## config.mk

```make
export PLATFORM = sky130hd
export DESIGN_NAME = fifo_reader
export DESIGN_NICKNAME = d
export VERILOG_FILES = /design/src/rtl/fifo_reader.sv
export SDC_FILE = /design/constraint.sdc
export NUM_CORES = 1
export LEC_CHECK = 0
export CORE_UTILIZATION = 54
export CTS_CLUSTER_SIZE = 16
export DETAILED_ROUTE_END_ITERATION = 7
export PLACE_DENSITY_LB_ADDON = 0.12
export SYNTH_ARGS = -nofsm -noshare
export SYNTH_HDL_FRONTEND = slang
export SYNTH_SLANG_ARGS = --single-unit
export TNS_END_PERCENT = 50
```

## constraint.sdc

```tcl
create_clock -name clk -period 4.1 [get_ports clk]
set_input_delay 0.82 -clock clk [delete_from_list [all_inputs] [get_ports clk]]
set_output_delay 0.82 -clock clk [all_outputs]
set_load 0.05 [all_outputs]
```

## src/rtl/fifo_reader.sv

```systemverilog
// fifo_reader: drains an upstream FIFO into a credit-limited skid buffer with downstream valid/ready
module fifo_reader #(
    parameter int BITNUMBER = 6,
    parameter int DEPTH     = 4
) (
    input  logic                 clk,
    input  logic                 reset,
    input  logic                 enable,
    input  logic                 fifo_empty,
    input  logic [BITNUMBER-1:0] fifo_data,
    input  logic                 fifo_valid,
    input  logic                 fifo_rd_error,
    output logic                 fifo_rd,
    output logic [BITNUMBER-1:0] out_data,
    output logic                 out_valid,
    input  logic                 out_ready,
    output logic                 busy,
    output logic                 proto_err,
    output logic [15:0]          words_out,
    output logic [7:0]           lost_reads
);
    localparam int AW = $clog2(DEPTH);
    localparam int CW = AW + 1;
    localparam int UW = AW + 3;

    typedef enum logic [1:0] {IDLE, READ, DRAIN} state_t;

    state_t               state, state_nxt;
    logic [BITNUMBER-1:0] mem [DEPTH];
    logic [AW-1:0]        wr_ptr, rd_ptr, rd_ptr_nxt;
    logic [CW-1:0]        occupancy, occ_nxt, outstanding;
    logic [UW-1:0]        used;
    logic                 full, pop, push, retire, orphan, overflow, issue;

    // Next state and status; the state only gates new reads, delivery continues in every state
    always_comb begin
        state_nxt = enable ? READ : (state == READ || (state == DRAIN && outstanding != '0)) ? DRAIN : IDLE;
        busy      = state != IDLE;
    end

    // Handshake decode; a read is issued only if every in-flight read is guaranteed a slot
    always_comb begin
        full       = occupancy == CW'(DEPTH);
        out_valid  = occupancy != '0;
        pop        = out_valid && out_ready;
        retire     = (fifo_valid || fifo_rd_error) && outstanding != '0;
        orphan     = (fifo_valid || fifo_rd_error) && outstanding == '0;
        overflow   = fifo_valid && outstanding != '0 && full && !pop;
        push       = fifo_valid && outstanding != '0 && !overflow;
        occ_nxt    = occupancy + CW'(push) - CW'(pop);
        rd_ptr_nxt = rd_ptr + AW'(pop);
        used       = UW'(occupancy) + UW'(outstanding) + (fifo_rd ? UW'(2) : UW'(1));
        issue      = state == READ && !fifo_empty && used <= UW'(DEPTH);
    end

    // State register
    always_ff @(posedge clk) state <= reset ? IDLE : state_nxt;

    // Read issue, credit bookkeeping, buffer pointers, registered head word and counters
    always_ff @(posedge clk) begin
        if (reset) begin
            fifo_rd     <= 1'b0;
            outstanding <= '0;
            occupancy   <= '0;
            wr_ptr      <= '0;
            rd_ptr      <= '0;
            out_data    <= '0;
            proto_err   <= 1'b0;
            words_out   <= '0;
            lost_reads  <= '0;
        end else begin
            fifo_rd     <= issue;
            outstanding <= outstanding + CW'(fifo_rd) - CW'(retire);
            occupancy   <= occ_nxt;
            wr_ptr      <= wr_ptr + AW'(push);
            rd_ptr      <= rd_ptr_nxt;
            if (occ_nxt != '0)
                out_data <= (push && wr_ptr == rd_ptr_nxt) ? fifo_data : mem[rd_ptr_nxt];
            proto_err   <= proto_err || orphan || overflow;
            words_out   <= words_out + 16'(pop && words_out != 16'hFFFF);
            lost_reads  <= lost_reads + 8'(fifo_rd_error && lost_reads != 8'hFF);
        end
    end

    // Storage array, written only by accepted arrivals
    always_ff @(posedge clk) if (push) mem[wr_ptr] <= fifo_data;
endmodule

```

Yosys cells after proc, flatten, opt, wreduce, memory -nomap -nowiden
Memory sizes are Yosys's and may differ from the RTL's. A register that Yosys moved wholly into a read port is not among the register bits.
Cells that the tools add are included.
{ "totals": {"ramBits": 24, "n_memories": 1, "reg_bits": 38, "out_inout_bits": 34, "elab_cells": 57} }
{ "memory_table": {"columns": ["name", "words", "word_bits", "read_ports", "rd_clocked_by_memory_dff", "write_ports", "line_no", "text"], "rows": [
  ["mem", 4, 6, 1, 1, 1, "29", "logic [BITNUMBER-1:0] mem [DEPTH];"]
]} }
{ "classes": {"reduce_logical": 25, "n_eq_ne": 5, "add_sub_neg": 10, "n_lt_le_gt_ge": 1, "muxes": 5} }
{ "op_table": {"columns": ["cell", "count"], "rows": [
  ["16-bit by 1-bit adder with 16-bit output", 1],
  ["16-bit inequality test, second input constant", 1],
  ["1-bit logical AND", 12],
  ["3-bit nonzero test", 3],
  ["8-bit by 1-bit adder with 8-bit output", 1],
  ["8-bit inequality test, second input constant", 1],
  ["3-bit by 1-bit adder with 3-bit output", 2],
  ["3-bit by 1-bit subtractor with 3-bit output", 2],
  ["4-bit by 2-bit adder with 5-bit output", 1],
  ["5-bit by 3-bit less-or-equal comparator with 1-bit output, second input constant", 1],
  ["2-bit by 1-bit adder with 2-bit output", 2],
  ["3-bit by 3-bit adder with 4-bit output", 1],
  ["1-bit logical OR", 4],
  ["2-bit two-way mux", 2],
  ["3-bit == test, second input constant", 1],
  ["1-bit logical NOT", 3],
  ["3-bit logical NOT", 1],
  ["1-bit two-way mux", 3],
  ["2-bit by 1-bit == test with 1-bit output, second input constant", 1],
  ["2-bit == test, second input constant", 1],
  ["2-bit nonzero test", 1],
  ["2-bit OR reduction", 1]
]} }

Longest topological paths before layout
{ "depth": {"depth_word": 9, "mapped_depth": 12} }

Least setup slack after synthesis
No wires, ideal clock.
{ "synth_path": {"path_kind": "input to register", "startpoint": "in out_ready", "endpoint": "reg out_data[2] (read register of mem)", "arrival_ns": 3.154, "t_required_ns": 4.021, "path_stages": 11, "n_path_buf": 1, "slack_ns": 0.866, "setup_ns": 0.079, "cell_sequence": "nor4b_1 nor2_1 nand2_1 ha_1 inv_1 ha_1 fa_1 or3_1 clkbuf_1 o31a_1 a211oi_2"} }
{ "synth_via": {"elab_chain_len": 8, "word_cells_on_any_way": 9} }
{ "synth_lines": {"columns": ["item", "line_no", "text"], "rows": [
  ["start: declaration", "16", "input logic out_ready,"],
  ["1-bit logical AND *", "45", "pop = out_valid && out_ready;"],
  ["1-bit logical NOT", "48", "overflow = fifo_valid && outstanding != '0 && full && !pop;"],
  ["1-bit logical AND", "48", null],
  ["1-bit logical NOT", "49", "push = fifo_valid && outstanding != '0 && !overflow;"],
  ["1-bit logical AND", "49", null],
  ["3-bit by 1-bit adder with 3-bit output", "50", "occ_nxt = occupancy + CW'(push) - CW'(pop);"],
  ["3-bit by 1-bit subtractor with 3-bit output *", "50", null],
  ["named net occ_nxt[1]", "31", "logic [CW-1:0] occupancy, occ_nxt, outstanding;"],
  ["3-bit nonzero test *", "77", "if (occ_nxt != '0)"],
  ["end: declaration", "14", "output logic [BITNUMBER-1:0] out_data,"]
]} }
The timed path passes the listed nets; every way through them passes the cells marked *.
A chain may end at the register's enable or synchronous reset.

Final worst setup path
{ "layout_path": {"startpoint": "in out_ready", "endpoint": "reg out_data[1] (read register of mem)"} }
{ "layout_via": {"elab_chain_len": 8, "word_cells_on_any_way": 9} }
{ "layout_lines": {"columns": ["item", "line_no"], "rows": [
  ["1-bit logical AND *", "45"],
  ["1-bit logical NOT", "48"],
  ["1-bit logical AND", "48"],
  ["1-bit logical NOT", "49"],
  ["1-bit logical AND", "49"],
  ["3-bit by 1-bit adder with 3-bit output", "50"],
  ["3-bit by 1-bit subtractor with 3-bit output", "50"],
  ["3-bit nonzero test", "77"]
]} }
Mark *: on every way between the ends. The rest lies on a longest branch, timed or not.

==> flow_metrics.tcl <==
set metrics [dict create \
    tns_ns 0 \
    crit_path_max_fanout 12 \
    grt_max_degree 35 \
    p_seq_frac 0.348 \
    yosysMostFrequentCell "dfxtp_1" \
    routed_wl_um 5930 \
    dr.pass1.iters 4 \
    cts_tree "built" \
    wl_per_cell_um 14.8 \
    synth.top_cells.by_area "dfxtp_1, edfxtp_1, ha_1" \
    vdd_drop_max_mv 0.492 \
    numCtsBuffers 9 \
    yosysTopAreaCellShare 0.284 \
    grt_usage 0.218 \
    drt_iter0_markers 74 \
    use_met3 0.0647 \
    setup_slack_ns 0.519 \
    crit_chain "clkdlybuf4s50_1 -> nor4b_1 -> nor2_1 -> nand2_1 -> ha_1 -> inv_1 -> ha_1 -> fa_1 -> xnor3_1 -> or3_1 -> o31a_2 -> a211oi_1" \
    pin_count 47 \
    synth_area_leader_cell "dfxtp_1" \
    nNetsFinal 354 \
    rows 27 \
    hp-class "flop to flop" \
    sw_frac_of_total 0.345 \
    grt.met2_usage 0.351 \
    tightestPinTransition_ns 1.09 \
    overflow 0 \
    finalCoreUtilization 0.702 \
    busiest_layer "met2" \
    clock_sinks 68 \
    grt_pass1_wl_um 9800 \
    drive_gt1_frac 0.0823 \
    die_h_um 77.7 \
    cp_data_required_time_ns 4.34 \
    pwr-share-comb 0.393 \
    crit_path_start_kind "primary input" \
    antenna_found_initial 0 \
    netlist_area_um2 3100 \
    worst_ep_arrival_time_ns 3.82 \
    slew_headroom 0.270 \
    grt_pass1_vias 2086 \
    p_per_area_nw_per_um2 652 \
    critical-path-top-delay-family "simple AND/OR/NAND/NOR gates" \
    place_ws_ns 0.195 \
    synth.avg_cell_area_um2 11.4 \
    power_leakage_nw 1.45 \
    hpwlAfterDp_um 4160 \
    io_buffers 46 \
    diodes 0 \
    rsz0062_at_grt "false" \
    slew_violations 0 \
    ys_types 37 \
    drtAntennaViolNets 0 \
    cp_common_cell "ha_1" \
    worstSkewPairLatency_ns 0.34 \
    p_clk_frac 0.259 \
    drv_cap 0 \
    setup_viol_count_final 0 \
    fmax_mhz 279 \
    clk_pin_slew_ns 0.07 \
    async_reset_ff_frac 0 \
    crit_buf_inv 2 \
    coreArea_um2 5510 \
    finalCritPeriodShare 0.873 \
    nFillCells 443 \
    placed_cells 384 \
    synth_warnings 0 \
    finalHoldViolations 0 \
    area_growth_pct 24.8 \
    internal_power_w 0.00165 \
    vias 2164 \
    clock_skew_ns 0.0112 \
    path_class "primary input to flop" \
    start_util 0.563 \
    syn_nets 302 \
    via_per_inst 5.41 \
    hold_buffers 0 \
    synth_common_cells "dfxtp_1, nor2_1, edfxtp_1, inv_1" \
    die_area_um2 6040 \
    period_minus_slack_ns 3.58 \
    cts_resized 0 \
    yosysSeqAreaShare 0.517 \
    syn-instance-count 271 \
    cts_setup_buffers 0 \
    use_met1 0.270 \
    drc_errors 0 \
    clockRootBuffer "clkbuf_8" \
    ys_ff_latch 68 \
    end_kind "flop" \
    status "finished clean" \
    synth-main-ff-cell "dfxtp_1" \
    gp_congestion 0.770 \
    cts_max_level 3 \
    final_cell_count_no_fill 400 \
    switchingPower_w 0.000870 \
    cp_slowest_cell "or3_1" \
    synth_edf_count 24 \
    cts_buffer_depth 2 \
    max_stage_delay_ns 0.50 \
    die_x_um 77.7 \
]
logic make-up (layout without fill, tap and decap cells):
group / count (synthesis) / after routing / synth area share
and+or+nand+nor: 93 / 93 / 0.157
DFF: 68 / 68 / 0.517
AOI/OAI and AO/OA: 32 / 32 / 0.0763
buffers and inverters: 30 / 87 / 0.0416
xor gates and xnor gates: 24 / 24 / 0.0723
adders and majority gates: 18 / 18 / 0.0848
muxes: 6 / 6 / 0.0509
per-layer routing:
layer	vias to the layer above	share of wire	wire, um
li1	1065	-	-
met1	1042	0.46	2720
met2	47	0.49	2890
met3	10	0.035	208
met4	0	0.018	108
met5	-	0	0
layout by cell type (no fill, tap or decap), types with 6 or more instances in the layout:
master           instances
clkdlybuf4s50_1         46
dfxtp_1                 44
nor2_1                  33
edfxtp_1                24
inv_1                   21
xor2_1                  13
nor2b_1                 13
ha_1                    13
xnor2_1                 10
o21ai_0                  9
clkbuf_8                 9
nand4_1                  8
nand3_1                  8
nor3_1                   6
nand2_1                  6
mux4_1                   6
a21oi_1                  6
per-stage QoR:
step | cell area, um^2 | power [W] | hold WS [ns]
detailed placement | 3630 | 0.00188 | 0.482
global placement | 3630 | 0.00184 | 0.470
floorplan | 3100 | 0.00166 | 0.477
finish | 3870 | 0.00252 | 0.496
CTS | 3870 | 0.00254 | 0.499
global route | 3870 | 0.00267 | 0.520
power groups by stage:
stage	Combinational (W)	Sequential, W	Clock [W]
after floorplan	0.000662	0.000999	0
after global placement	0.000954	0.000888	0
after detailed placement	0.000989	0.000891	0
after CTS	0.00100	0.000878	0.000665
after global routing	0.00109	0.000890	0.000692
final	0.000990	0.000877	0.000653
registers in the layout (all words and copies together), names as in the netlist:
register,flops
fifo_rd,1
lost_reads,8
mem,24
occupancy,3
out_data,6
outstanding,3
proto_err,1
rd_ptr,2
state,2
words_out,16
wr_ptr,2
final timing paths:
path | from | to | slack (ns) | depth (start not counted)
worst min register to register | proto_err$_SDFF_PP0_ | proto_err$_SDFF_PP0_ | 0.50 | 1
worst max-delay path | out_ready | out_data[1]$_SDFFE_PP0P_ | 0.52 | 12
worst min-delay path | proto_err$_SDFF_PP0_ | proto_err$_SDFF_PP0_ | 0.50 | 1
worst max register to register | outstanding[1]$_SDFF_PP0_ | out_data[1]$_SDFFE_PP0P_ | 0.93 | 11
cell type report:
type | count | area (um^2) | share of cell area
clock buffers | 9 | 124 | 0.0320
clock inverters | 7 | 115 | 0.0298
inverters | 21 | 78.8 | 0.0204
multi-input cells | 173 | 1370 | 0.354
flip-flops and latches | 68 | 1600 | 0.414
well taps | 72 | 90.1 | 0.0233
repair buffers | 50 | 490 | 0.127
Note: power is estimated with default switching activity, not from simulation.
==> RTL edit: new RTL, same settings <==
Take the reset off `words_out` and load it in a clocked block of its own.
--- a/src/rtl/fifo_reader.sv
+++ b/src/rtl/fifo_reader.sv
@@ -66,7 +66,6 @@
             rd_ptr      <= '0;
             out_data    <= '0;
             proto_err   <= 1'b0;
-            words_out   <= '0;
             lost_reads  <= '0;
         end else begin
             fifo_rd     <= issue;
@@ -77,9 +76,12 @@
             if (occ_nxt != '0)
                 out_data <= (push && wr_ptr == rd_ptr_nxt) ? fifo_data : mem[rd_ptr_nxt];
             proto_err   <= proto_err || orphan || overflow;
-            words_out   <= words_out + 16'(pop && words_out != 16'hFFFF);
             lost_reads  <= lost_reads + 8'(fifo_rd_error && lost_reads != 8'hFF);
         end
+    end
+
+    always_ff @(posedge clk) begin
+        words_out <= words_out + 16'(pop && words_out != 16'hFFFF);
     end
 
     // Storage array, written only by accepted arrivals
Formal check against the unedited RTL: differs if reset is asserted again (counterexample within 10 cycles, from zero or initial values and one cycle with reset high); with reset held inactive, the same outputs for 10 cycles.
==> RTL edit against the original RTL <==
- wire length is 13% lower
- critical path type unchanged
- sequential cell count stayed put
- synthesized cell count is 13% lower
- sequential power is 5.5% higher
- area after synthesis is 5.3% lower
- total power is 1.3% lower
- final area is 6.3% lower
- largest power group unchanged
- worst setup slack better by 230 ps
==> RTL edit: results <==
{
  "status": "finished, final reports clean",
  "post_cts_buffers": 0,
  "cpPeakStageDelay_ps": 570,
  "placed_area_um2": 3470,
  "synth_cell_types": 42,
  "fillers": 394,
  "drt-vias-per-instance": 5.31,
  "routabilityCongestion": 0.744,
  "hpwl_um": 3660,
  "grt_pass1_wl_um": 8410,
  "grt_usage_pct": 20.5,
  "fin_worst_skew_ps": 6.09,
  "drt_iter0_drc": 122,
  "async_flop_share_pct": 0,
  "grt_max_degree": 31,
  "largest_reg_flops": 24,
  "grt_antenna_before_repair": 0,
  "yosys_warnings": 0,
  "synth_edf_count": 24,
  "cp.arrival_ps": 3570,
  "port_buffers": 46,
  "peakVddDrop_uv": 495,
  "num_antenna_cells": 0,
  "routedWlPerCell_um": 14.3,
  "yosys-top-cells-count": "44 x dfxtp_1, 24 x edfxtp_1, 18 x xnor2_1, 15 x nor2_1, 12 x inv_1",
  "reg_top3": "mem: 24 flops, words_out: 16 flops, lost_reads: 8 flops",
  "drive_gt1_share_pct": 9.97,
  "drtPass1Iterations": 4,
  "slew_headroom_pct": 58.0,
  "hold_path.class": "reg2reg",
  "clkSlewWorstSetupHoldPaths_ps": 70,
  "synthesis.nets": 264,
  "slowest_stage": "or4b_4",
  "p_leak_uw": 0.00132,
  "ys_seq_area_share_pct": 54.6,
  "cts-root-buf": "clkbuf_8",
  "netlist_top_cells_area": "dfxtp_1 30%, edfxtp_1 25%, xnor2_1 5.4%",
  "critical_path.max_fanout": 8,
  "grt_pass1_vias": 1764,
  "worstReg2RegStart": "occupancy[2]",
  "final_nets": 316
}
[RTL edit: area by class of cell]
type	count	area (um2)	share of cell area (%)
Multi-Input combinational cell	147	1250	34.5
Clock buffer	10	128	3.52
Timing Repair Buffer	49	483	13.3
Tap cell	70	87.6	2.42
Inverter	12	45.0	1.24
Sequential cell	68	1600	44.2
Clock inverter	5	30.0	0.829
[RTL edit: final timing paths]
path | end | slack [ps] | depth (start not counted)
min reg2reg | proto_err | 480 | 2
max | out_data[4] | 750 | 10
max reg2reg | out_data[4] | 1300 | 10
min | proto_err | 480 | 2
[RTL edit: worst max-delay path, delay by kind of cell]
kind / cells / cell delay [ps]
buffers and inverters: 1 / 420
AND/OR/NAND/NOR: 5 / 1190
adder cells (fa/ha/maj): 2 / 720
AO/OA/AOI/OAI: 2 / 410
[RTL edit: through the flow]
stage,std cells,worst slack (ps),utilization [%]
finish,361,746,70.1
global route,361,635,70.1
CTS,361,742,70.1
detailed placement,346,405,67.0
global placement,346,455,67.0
floorplan,235,925,-
[RTL edit: cell families (layout without fill, tap and decap cells)]
group,Yosys count,count (layout),share of synthesized area (%)
adders and majority gates,16,16,8.10
DFF,68,68,54.6
AOI/OAI and AO/OA,20,20,5.03
and+or+nand+nor,79,79,16.0
xor gates and xnor gates,26,26,8.78
muxes,6,6,4.60
buffers and inverters,20,76,2.90
[RTL edit: per-layer routing]
layer | routed length [um] | vias to the layer above | part of all wire [%] | GRT usage [%]
met4 | 22 | 0 | 0.43 | 7.41
met1 | 2590 | 926 | 50 | 28.7
met2 | 2330 | 45 | 45 | 30.6
met3 | 225 | 2 | 4.4 | 5.69
met5 | 0 | - | 0 | 0
li1 | - | 943 | - | -
[RTL edit: power breakdown]
group | switching [uW] | internal [uW]
sequential | 96.6 | 829
combinational | 620 | 494
clock | 237 | 213
total | 953 | 1540
